`src/rtl/fp_addsub_issue_pkg.sv`:
```
// Shared encodings for the FP add/sub issue controller: rounding modes,
// accrued-flag bit positions and controller state encoding.
package fp_addsub_issue_pkg;

    typedef enum logic [2:0] {
        RM_RNE = 3'b000,
        RM_RTZ = 3'b001,
        RM_RDN = 3'b010,
        RM_RUP = 3'b011,
        RM_RMM = 3'b100,
        RM_DYN = 3'b111
    } rm_e;

    localparam int FF_NV = 4;
    localparam int FF_DZ = 3;
    localparam int FF_OF = 2;
    localparam int FF_UF = 1;
    localparam int FF_NX = 0;

    typedef enum logic [1:0] {
        ST_IDLE  = 2'd0,
        ST_ISSUE = 2'd1,
        ST_WAIT  = 2'd2,
        ST_RESP  = 2'd3
    } state_e;

    // Exponent field width of the IEEE format matching an operand width.
    function automatic int exp_width(input int size);
        case (size)
            32:      return 8;
            128:     return 15;
            default: return 11;
        endcase
    endfunction

endpackage

```
`src/rtl/fp_addsub_issue_if.sv`:
```
// Request/response channel, FU drive/return and accrued flags of the issue controller.
interface fp_addsub_issue_if #(parameter int Size = 64);

    logic            req_valid;
    logic            req_ready;
    logic            req_sub;
    logic [2:0]      req_rm;
    logic [Size-1:0] req_a;
    logic [Size-1:0] req_b;
    logic [2:0]      frm;

    logic            resp_valid;
    logic            resp_ready;
    logic [Size-1:0] resp_result;
    logic            resp_illegal;
    logic            resp_timeout;

    logic            fu_start;
    logic            fu_sub;
    logic [2:0]      fu_rm;
    logic [Size-1:0] fu_a;
    logic [Size-1:0] fu_b;
    logic [Size-1:0] fu_result;
    logic            fu_overflow;
    logic            fu_underflow;
    logic            fu_inexact;
    logic            fu_invalid;
    logic            fu_done;

    logic [4:0]      fflags;
    logic            fflags_clr;

    modport slave (
        input  req_valid, req_sub, req_rm, req_a, req_b, frm, resp_ready,
               fu_result, fu_overflow, fu_underflow, fu_inexact, fu_invalid, fu_done,
               fflags_clr,
        output req_ready, resp_valid, resp_result, resp_illegal, resp_timeout,
               fu_start, fu_sub, fu_rm, fu_a, fu_b, fflags
    );

    modport master (
        output req_valid, req_sub, req_rm, req_a, req_b, frm, resp_ready,
               fu_result, fu_overflow, fu_underflow, fu_inexact, fu_invalid, fu_done,
               fflags_clr,
        input  req_ready, resp_valid, resp_result, resp_illegal, resp_timeout,
               fu_start, fu_sub, fu_rm, fu_a, fu_b, fflags
    );

endinterface

```
`src/rtl/fp_addsub_issue.sv`:
```
// Issues one FP add/sub to an external add_sub_fp unit, waits with a timeout,
// returns the response and accrues sticky exception flags.
//
// state    | meaning
// ST_IDLE  | req_ready high, waiting for a request
// ST_ISSUE | fu_start pulse, operands presented to the FU
// ST_WAIT  | operands held, waiting for fu_done or timeout
// ST_RESP  | resp_valid held until resp_ready
module fp_addsub_issue
    import fp_addsub_issue_pkg::*;
#(
    parameter int Size    = 64,
    parameter int Timeout = 64
) (
    input logic              clk,
    input logic              reset_n,
    fp_addsub_issue_if.slave bus
);

    localparam int EW = exp_width(Size);
    localparam int CW = $clog2(Timeout + 1);
    localparam logic [Size-1:0] CANON_NAN = {1'b0, {EW{1'b1}}, 1'b1, {(Size-EW-2){1'b0}}};
    localparam logic [CW-1:0]   CNT_LOAD  = CW'(Timeout - 1);

    state_e          state_q;
    logic            req_ready_q;
    logic            resp_valid_q;
    logic            resp_illegal_q;
    logic            resp_timeout_q;
    logic [Size-1:0] resp_result_q;
    logic            fu_start_q;
    logic            fu_sub_q;
    logic [2:0]      fu_rm_q;
    logic [Size-1:0] fu_a_q;
    logic [Size-1:0] fu_b_q;
    logic [CW-1:0]   cnt_q;
    logic [4:0]      fflags_q;
    logic [4:0]      fflags_d;
    logic [4:0]      accrue_d;
    logic [2:0]      eff_rm_d;
    logic            done_hit_d;
    logic            tmo_hit_d;

    always_comb begin
        eff_rm_d   = (bus.req_rm == RM_DYN) ? bus.frm : bus.req_rm;
        done_hit_d = (state_q == ST_WAIT) && bus.fu_done;
        tmo_hit_d  = (state_q == ST_WAIT) && !bus.fu_done && (cnt_q == '0);
        accrue_d   = '0;
        if (done_hit_d) begin
            accrue_d[FF_NV] = bus.fu_invalid;
            accrue_d[FF_OF] = bus.fu_overflow;
            accrue_d[FF_UF] = bus.fu_underflow;
            accrue_d[FF_NX] = bus.fu_inexact;
        end
        if (tmo_hit_d) begin
            accrue_d[FF_NV] = 1'b1;
        end
        // Clear applies first so flags raised in the same cycle survive it.
        fflags_d = (bus.fflags_clr ? 5'b0 : fflags_q) | accrue_d;
    end

    always_ff @(posedge clk) begin
        if (!reset_n) begin
            state_q        <= ST_IDLE;
            req_ready_q    <= 1'b1;
            resp_valid_q   <= 1'b0;
            resp_illegal_q <= 1'b0;
            resp_timeout_q <= 1'b0;
            resp_result_q  <= '0;
            fu_start_q     <= 1'b0;
            fu_sub_q       <= 1'b0;
            fu_rm_q        <= 3'b000;
            fu_a_q         <= '0;
            fu_b_q         <= '0;
            cnt_q          <= '0;
            fflags_q       <= 5'b0;
        end else begin
            fflags_q <= fflags_d;
            case (state_q)
                ST_IDLE: begin
                    if (bus.req_valid && req_ready_q) begin
                        req_ready_q <= 1'b0;
                        if (eff_rm_d > RM_RMM) begin
                            state_q        <= ST_RESP;
                            resp_valid_q   <= 1'b1;
                            resp_illegal_q <= 1'b1;
                            resp_timeout_q <= 1'b0;
                            resp_result_q  <= '0;
                        end else begin
                            state_q    <= ST_ISSUE;
                            fu_start_q <= 1'b1;
                            fu_sub_q   <= bus.req_sub;
                            fu_rm_q    <= eff_rm_d;
                            fu_a_q     <= bus.req_a;
                            fu_b_q     <= bus.req_b;
                            cnt_q      <= CNT_LOAD;
                        end
                    end
                end
                ST_ISSUE: begin
                    fu_start_q <= 1'b0;
                    state_q    <= ST_WAIT;
                end
                ST_WAIT: begin
                    if (done_hit_d) begin
                        state_q        <= ST_RESP;
                        resp_valid_q   <= 1'b1;
                        resp_illegal_q <= 1'b0;
                        resp_timeout_q <= 1'b0;
                        resp_result_q  <= bus.fu_result;
                    end else if (tmo_hit_d) begin
                        state_q        <= ST_RESP;
                        resp_valid_q   <= 1'b1;
                        resp_illegal_q <= 1'b0;
                        resp_timeout_q <= 1'b1;
                        resp_result_q  <= CANON_NAN;
                    end else begin
                        cnt_q <= cnt_q - CW'(1);
                    end
                end
                ST_RESP: begin
                    if (bus.resp_ready) begin
                        state_q      <= ST_IDLE;
                        resp_valid_q <= 1'b0;
                        req_ready_q  <= 1'b1;
                    end
                end
                default: state_q <= ST_IDLE;
            endcase
        end
    end

    assign bus.req_ready    = req_ready_q;
    assign bus.resp_valid   = resp_valid_q;
    assign bus.resp_result  = resp_result_q;
    assign bus.resp_illegal = resp_illegal_q;
    assign bus.resp_timeout = resp_timeout_q;
    assign bus.fu_start     = fu_start_q;
    assign bus.fu_sub       = fu_sub_q;
    assign bus.fu_rm        = fu_rm_q;
    assign bus.fu_a         = fu_a_q;
    assign bus.fu_b         = fu_b_q;
    assign bus.fflags       = fflags_q;

endmodule
```
`src/flat_wrapper.sv`:
```
// flat-port wrapper written by rule: the top's interface ports become plain ports
module fp_addsub_issue_flat import fp_addsub_issue_pkg::*;
#(
    parameter int Size    = 64,
    parameter int Timeout = 64
)
  (clk, reset_n, bus_req_valid, bus_req_sub, bus_req_rm, bus_req_a, bus_req_b, bus_frm, bus_resp_ready, bus_fu_result, bus_fu_overflow, bus_fu_underflow, bus_fu_inexact, bus_fu_invalid, bus_fu_done, bus_fflags_clr, bus_req_ready, bus_resp_valid, bus_resp_result, bus_resp_illegal, bus_resp_timeout, bus_fu_start, bus_fu_sub, bus_fu_rm, bus_fu_a, bus_fu_b, bus_fflags);
  fp_addsub_issue_if #(.Size(Size)) bus_i ();
  input logic clk;
  input logic reset_n;
  input wire logic [$bits(bus_i.req_valid)-1:0] bus_req_valid;
  input wire logic [$bits(bus_i.req_sub)-1:0] bus_req_sub;
  input wire logic [$bits(bus_i.req_rm)-1:0] bus_req_rm;
  input wire logic [$bits(bus_i.req_a)-1:0] bus_req_a;
  input wire logic [$bits(bus_i.req_b)-1:0] bus_req_b;
  input wire logic [$bits(bus_i.frm)-1:0] bus_frm;
  input wire logic [$bits(bus_i.resp_ready)-1:0] bus_resp_ready;
  input wire logic [$bits(bus_i.fu_result)-1:0] bus_fu_result;
  input wire logic [$bits(bus_i.fu_overflow)-1:0] bus_fu_overflow;
  input wire logic [$bits(bus_i.fu_underflow)-1:0] bus_fu_underflow;
  input wire logic [$bits(bus_i.fu_inexact)-1:0] bus_fu_inexact;
  input wire logic [$bits(bus_i.fu_invalid)-1:0] bus_fu_invalid;
  input wire logic [$bits(bus_i.fu_done)-1:0] bus_fu_done;
  input wire logic [$bits(bus_i.fflags_clr)-1:0] bus_fflags_clr;
  output wire logic [$bits(bus_i.req_ready)-1:0] bus_req_ready;
  output wire logic [$bits(bus_i.resp_valid)-1:0] bus_resp_valid;
  output wire logic [$bits(bus_i.resp_result)-1:0] bus_resp_result;
  output wire logic [$bits(bus_i.resp_illegal)-1:0] bus_resp_illegal;
  output wire logic [$bits(bus_i.resp_timeout)-1:0] bus_resp_timeout;
  output wire logic [$bits(bus_i.fu_start)-1:0] bus_fu_start;
  output wire logic [$bits(bus_i.fu_sub)-1:0] bus_fu_sub;
  output wire logic [$bits(bus_i.fu_rm)-1:0] bus_fu_rm;
  output wire logic [$bits(bus_i.fu_a)-1:0] bus_fu_a;
  output wire logic [$bits(bus_i.fu_b)-1:0] bus_fu_b;
  output wire logic [$bits(bus_i.fflags)-1:0] bus_fflags;
  assign bus_i.req_valid = bus_req_valid;
  assign bus_i.req_sub = bus_req_sub;
  assign bus_i.req_rm = bus_req_rm;
  assign bus_i.req_a = bus_req_a;
  assign bus_i.req_b = bus_req_b;
  assign bus_i.frm = bus_frm;
  assign bus_i.resp_ready = bus_resp_ready;
  assign bus_i.fu_result = bus_fu_result;
  assign bus_i.fu_overflow = bus_fu_overflow;
  assign bus_i.fu_underflow = bus_fu_underflow;
  assign bus_i.fu_inexact = bus_fu_inexact;
  assign bus_i.fu_invalid = bus_fu_invalid;
  assign bus_i.fu_done = bus_fu_done;
  assign bus_i.fflags_clr = bus_fflags_clr;
  assign bus_req_ready = bus_i.req_ready;
  assign bus_resp_valid = bus_i.resp_valid;
  assign bus_resp_result = bus_i.resp_result;
  assign bus_resp_illegal = bus_i.resp_illegal;
  assign bus_resp_timeout = bus_i.resp_timeout;
  assign bus_fu_start = bus_i.fu_start;
  assign bus_fu_sub = bus_i.fu_sub;
  assign bus_fu_rm = bus_i.fu_rm;
  assign bus_fu_a = bus_i.fu_a;
  assign bus_fu_b = bus_i.fu_b;
  assign bus_fflags = bus_i.fflags;
  fp_addsub_issue #(.Size(Size), .Timeout(Timeout)) u_core (.clk(clk), .reset_n(reset_n), .bus(bus_i));
endmodule
```
`config.mk`:
```
export PLATFORM = sky130hd
export DESIGN_NAME = fp_addsub_issue_flat
export DESIGN_NICKNAME = d
export VERILOG_FILES = /design/src/rtl/fp_addsub_issue_pkg.sv /design/src/rtl/fp_addsub_issue_if.sv /design/src/rtl/fp_addsub_issue.sv /design/src/flat_wrapper.sv
export SDC_FILE = /design/constraint.sdc
export NUM_CORES = 1
export LEC_CHECK = 0
export CAP_MARGIN = 25
export CORE_AREA = 4 4 157 159
export CTS_BUF_LIST = sky130_fd_sc_hd__clkbuf_4 sky130_fd_sc_hd__clkbuf_8
export CTS_CLUSTER_DIAMETER = 120
export DETAILED_ROUTE_END_ITERATION = 6
export DIE_AREA = 0 0 161 163
export PLACE_DENSITY = 0.71
export SLEW_MARGIN = 20
export SYNTH_ARGS = -nofsm -noshare
export SYNTH_HDL_FRONTEND = slang
export SYNTH_SLANG_ARGS = --single-unit
```
`constraint.sdc`:
```
create_clock -name clk -period 2.5 [get_ports clk]
set_input_delay 0.25 -clock clk [delete_from_list [all_inputs] [get_ports clk]]
set_output_delay 0.25 -clock clk [all_outputs]
set_load 0.1 [all_outputs]
```
==> results.toml <==
[outcome]
status = "completed"

[power_and_ir_drop]
swShare_pct = 45.78
power.total_mw = 13.25
p_clk_share_pct = 24.1
power_frac_seq_pct = 31.2
leakage_nw = 5.004
internal_power_mw = 7.184
pwr_density_cell_nw_per_um2 = 1046
p_switching_mw = 6.066
p_comb_share_pct = 44.7
ir_drop_v = 0.0005945

[finish]
diodes = 0
nNetsFinal = 1607
fillers = 2223
area_growth_pct = 60.86
final_layout_size_suffix_gt1_share_pct = 22.04
final_util_pct = 54.46
post-route-cell-area_sq_um = 12670

[cts]
h-tree-depth = 2
clock-sinks = 214
cts_root_buffer = "clkbuf_8"
cts_made_buffers = 38
clkTransAtPathRegs_ns = 0.06
clk_path_buf_depth = 3
hold_buffers = 0
insertion_delay_ns = 0.51
post_cts_buffers = 0
cts_resized = 0
cts_tree = "done"

[worst_setup_path]
worstPathCellList = "inv_1 -> ha_1 -> or4b_4 -> o311ai_4 -> o211ai_4 -> buf_12 -> nand3_1 -> o21ai_1"
path_class = "flip-flop to flip-flop"
rr_endpoint = "u_core.bus.resp_result[7]$_SDFFE_PN0P_"
crit_fanout = 50
cpPeakStageDelay_ns = 0.51
cp.arrival_ns = 2.62
critPathLaunch = "u_core.cnt_q[0]$_SDFFE_PN0P_"
crit_slowest_cell = "or4b_4"
worstRegToRegCells = 8
critPathLaunchType = "flip-flop"
r2r_start = "u_core.cnt_q[0]$_SDFFE_PN0P_"
crit_required_ns = 2.88
r2r_slack_ns = 0.26
cp-end-kind = "flip-flop"

[yosys]
synth_cell_type_count = 43
synth_cells = 982
yosysMostFrequentCell = "nand2_1"
synth.area.top_cells = "dfxtp_1 (54%), nand2_1 (15%), a21oi_1 (9.2%)"
synth_area_sq_um = 7876
yosysSeqAreaShare_pct = 54.39
synth_common_cells = "nand2_1 (324), dfxtp_1 (214), a21oi_1 (144)"
synth_fp_nets = 1199
synth.largest_area_cell = "dfxtp_1"
async_flop_share_pct = 0
synth.top_cell.area_share_pct = 54.39
synth_edf_count = 0
synth_ff_type = "dfxtp_1"
ys_warn_count = 0
yosys_register_bits = 214
syn_area_per_cell_sq_um = 8.021

[timing]
tightest_slew_ns = 0.8257
min_period_ns = 2.244
rsz0062_at_grt = "no"
tns_ns = 0
finClkSkew_ns = 0.01942
setup_violations = 0
drv_slew = 0
min_period_over_period_pct = 89.76
hold_slack_ns = 0.2052
slew_headroom_pct = 44.96
hold_viol_final = 0
clock.fmax_mhz = 445.6

[place]
portBuffers = 413
place_area_sq_um = 11930
place.gp.congestion = 0.8034
place.detailed.hpwl_mm = 19.66

[min_path]
holdPathStages = 3
whs_endpoint = "u_core.bus.fflags[4]$_SDFF_PN0_"
min_from = "reset_n"
hold_class = "input port to flip-flop"

[floorplanning]
rows = 56
start_util_pct = 33.86
die_area_sq_um = 26240
fp.dieH_um = 163
core_area_sq_um = 23260
die_x_um = 161
io-pin-count = 415

[detailed_routing]
avgViaCountPerCell = 4.718
drcViolationCount = 0
drtPass1Iterations = 6
via_count = 8163
drt_iter0_markers = 542
wl_per_cell_um = 15.72
drt_wl_total_mm = 27.19
ant_nets = 0

[grt]
track_usage_pct = 19.28
grt_pass1_wl_mm = 41.38
grt-ovfl-total = 0
antenna_found_initial = 0
grt_pass1_vias = 7839
grt_max_degree = 83

[run]
maxCapViolations = 0
area by class of cell:
class                   count  area (sq um)  area share, %
repair buffers            443          3954          31.21
clock buffers              58         723.2          5.708
clock inverters             3         17.52         0.1383
flip-flops and latches    214          4284          33.81
well taps                 319         399.1          3.150
inverters                   9         36.28         0.2864
multi-input cells         684          3256          25.70
registers in the layout, indices dropped and copies added, names as in the netlist, 2 cells and up:
register / flops
u_core.bus.fu_a: 64
u_core.bus.fu_rm: 3
u_core.state_q: 2
u_core.bus.resp_result: 64
u_core.bus.fflags: 4
u_core.bus.fu_b: 64
u_core.cnt_q: 7
per-layer routing:
layer	global-route usage (%)	vias up	wire length [um]
met3	7.466	74	2515
met4	8.181	0	1054
met5	0	-	0
met2	32.25	327	12960
li1	-	4085	-
met1	22.10	3677	10660
worst max-delay path: cells and delay by family (launching register included):
kind / cells / cell delay (ns)
compound gates: 3 / 0.66
fa+ha+maj: 1 / 0.15
buf+inv: 2 / 0.34
flops: 1 / 0.34
simple gates: 2 / 0.61
logic make-up after synthesis:
logic type / Yosys count / share of synthesized area, %
DFF: 214 / 54.39
AOI/OAI and AO/OA: 251 / 17.62
adders and majority gates: 8 / 1.271
buffers and inverters: 84 / 4.496
and+or+nand+nor: 422 / 21.91
muxes: 2 / 0.2701
other: 1 / 0.04761
cell usage in the layout, fill, tap and decap left out, types with 8 or more instances in the layout:
cell type and n:
nand2_1 324, buf_4 226, dfxtp_1 214, clkdlybuf4s50_1 207, a21oi_1 144, nand3_1 66, o21ai_1 60, clkbuf_8 46
o21ai_0 20, clkbuf_4 12, nor2_1 11, buf_12 9, inv_1 8, ha_1 8
per-stage QoR:
step | cells | setup WS (ns)
2_1_floorplan | 982 | 0.1735
3_3_place_gp | 1669 | 0.1578
3_5_place_dp | 1669 | 0.1254
4_1_cts | 1730 | 0.2574
5_1_grt | 1730 | 0.07378
6_report | 1730 | 0.2559
power groups by stage:
stage	Combinational (mW)	Clock, mW	Sequential, mW
after floorplan	1.61	0	6.96
after global placement	5.92	0	4.19
after detailed placement	5.95	0	4.20
after CTS	5.96	3.31	4.14
after global routing	6.27	3.45	4.19
final	5.93	3.19	4.14
worst max path at each step:
stage,endpoint,slack (ns),cells after the start
global placement,u_core.bus.resp_result[15]$_SDFFE_PN0P_,0.16,8
CTS,u_core.bus.resp_result[7]$_SDFFE_PN0P_,0.26,8
global route,u_core.cnt_q[6]$_SDFFE_PN0P_,0.07,7
floorplan,u_core.cnt_q[6]$_SDFFE_PN0P_,0.17,4
finish,u_core.bus.resp_result[7]$_SDFFE_PN0P_,0.26,8
detailed placement,u_core.bus.resp_result[8]$_SDFFE_PN0P_,0.13,8
Note: power is estimated with default switching activity, not from simulation.
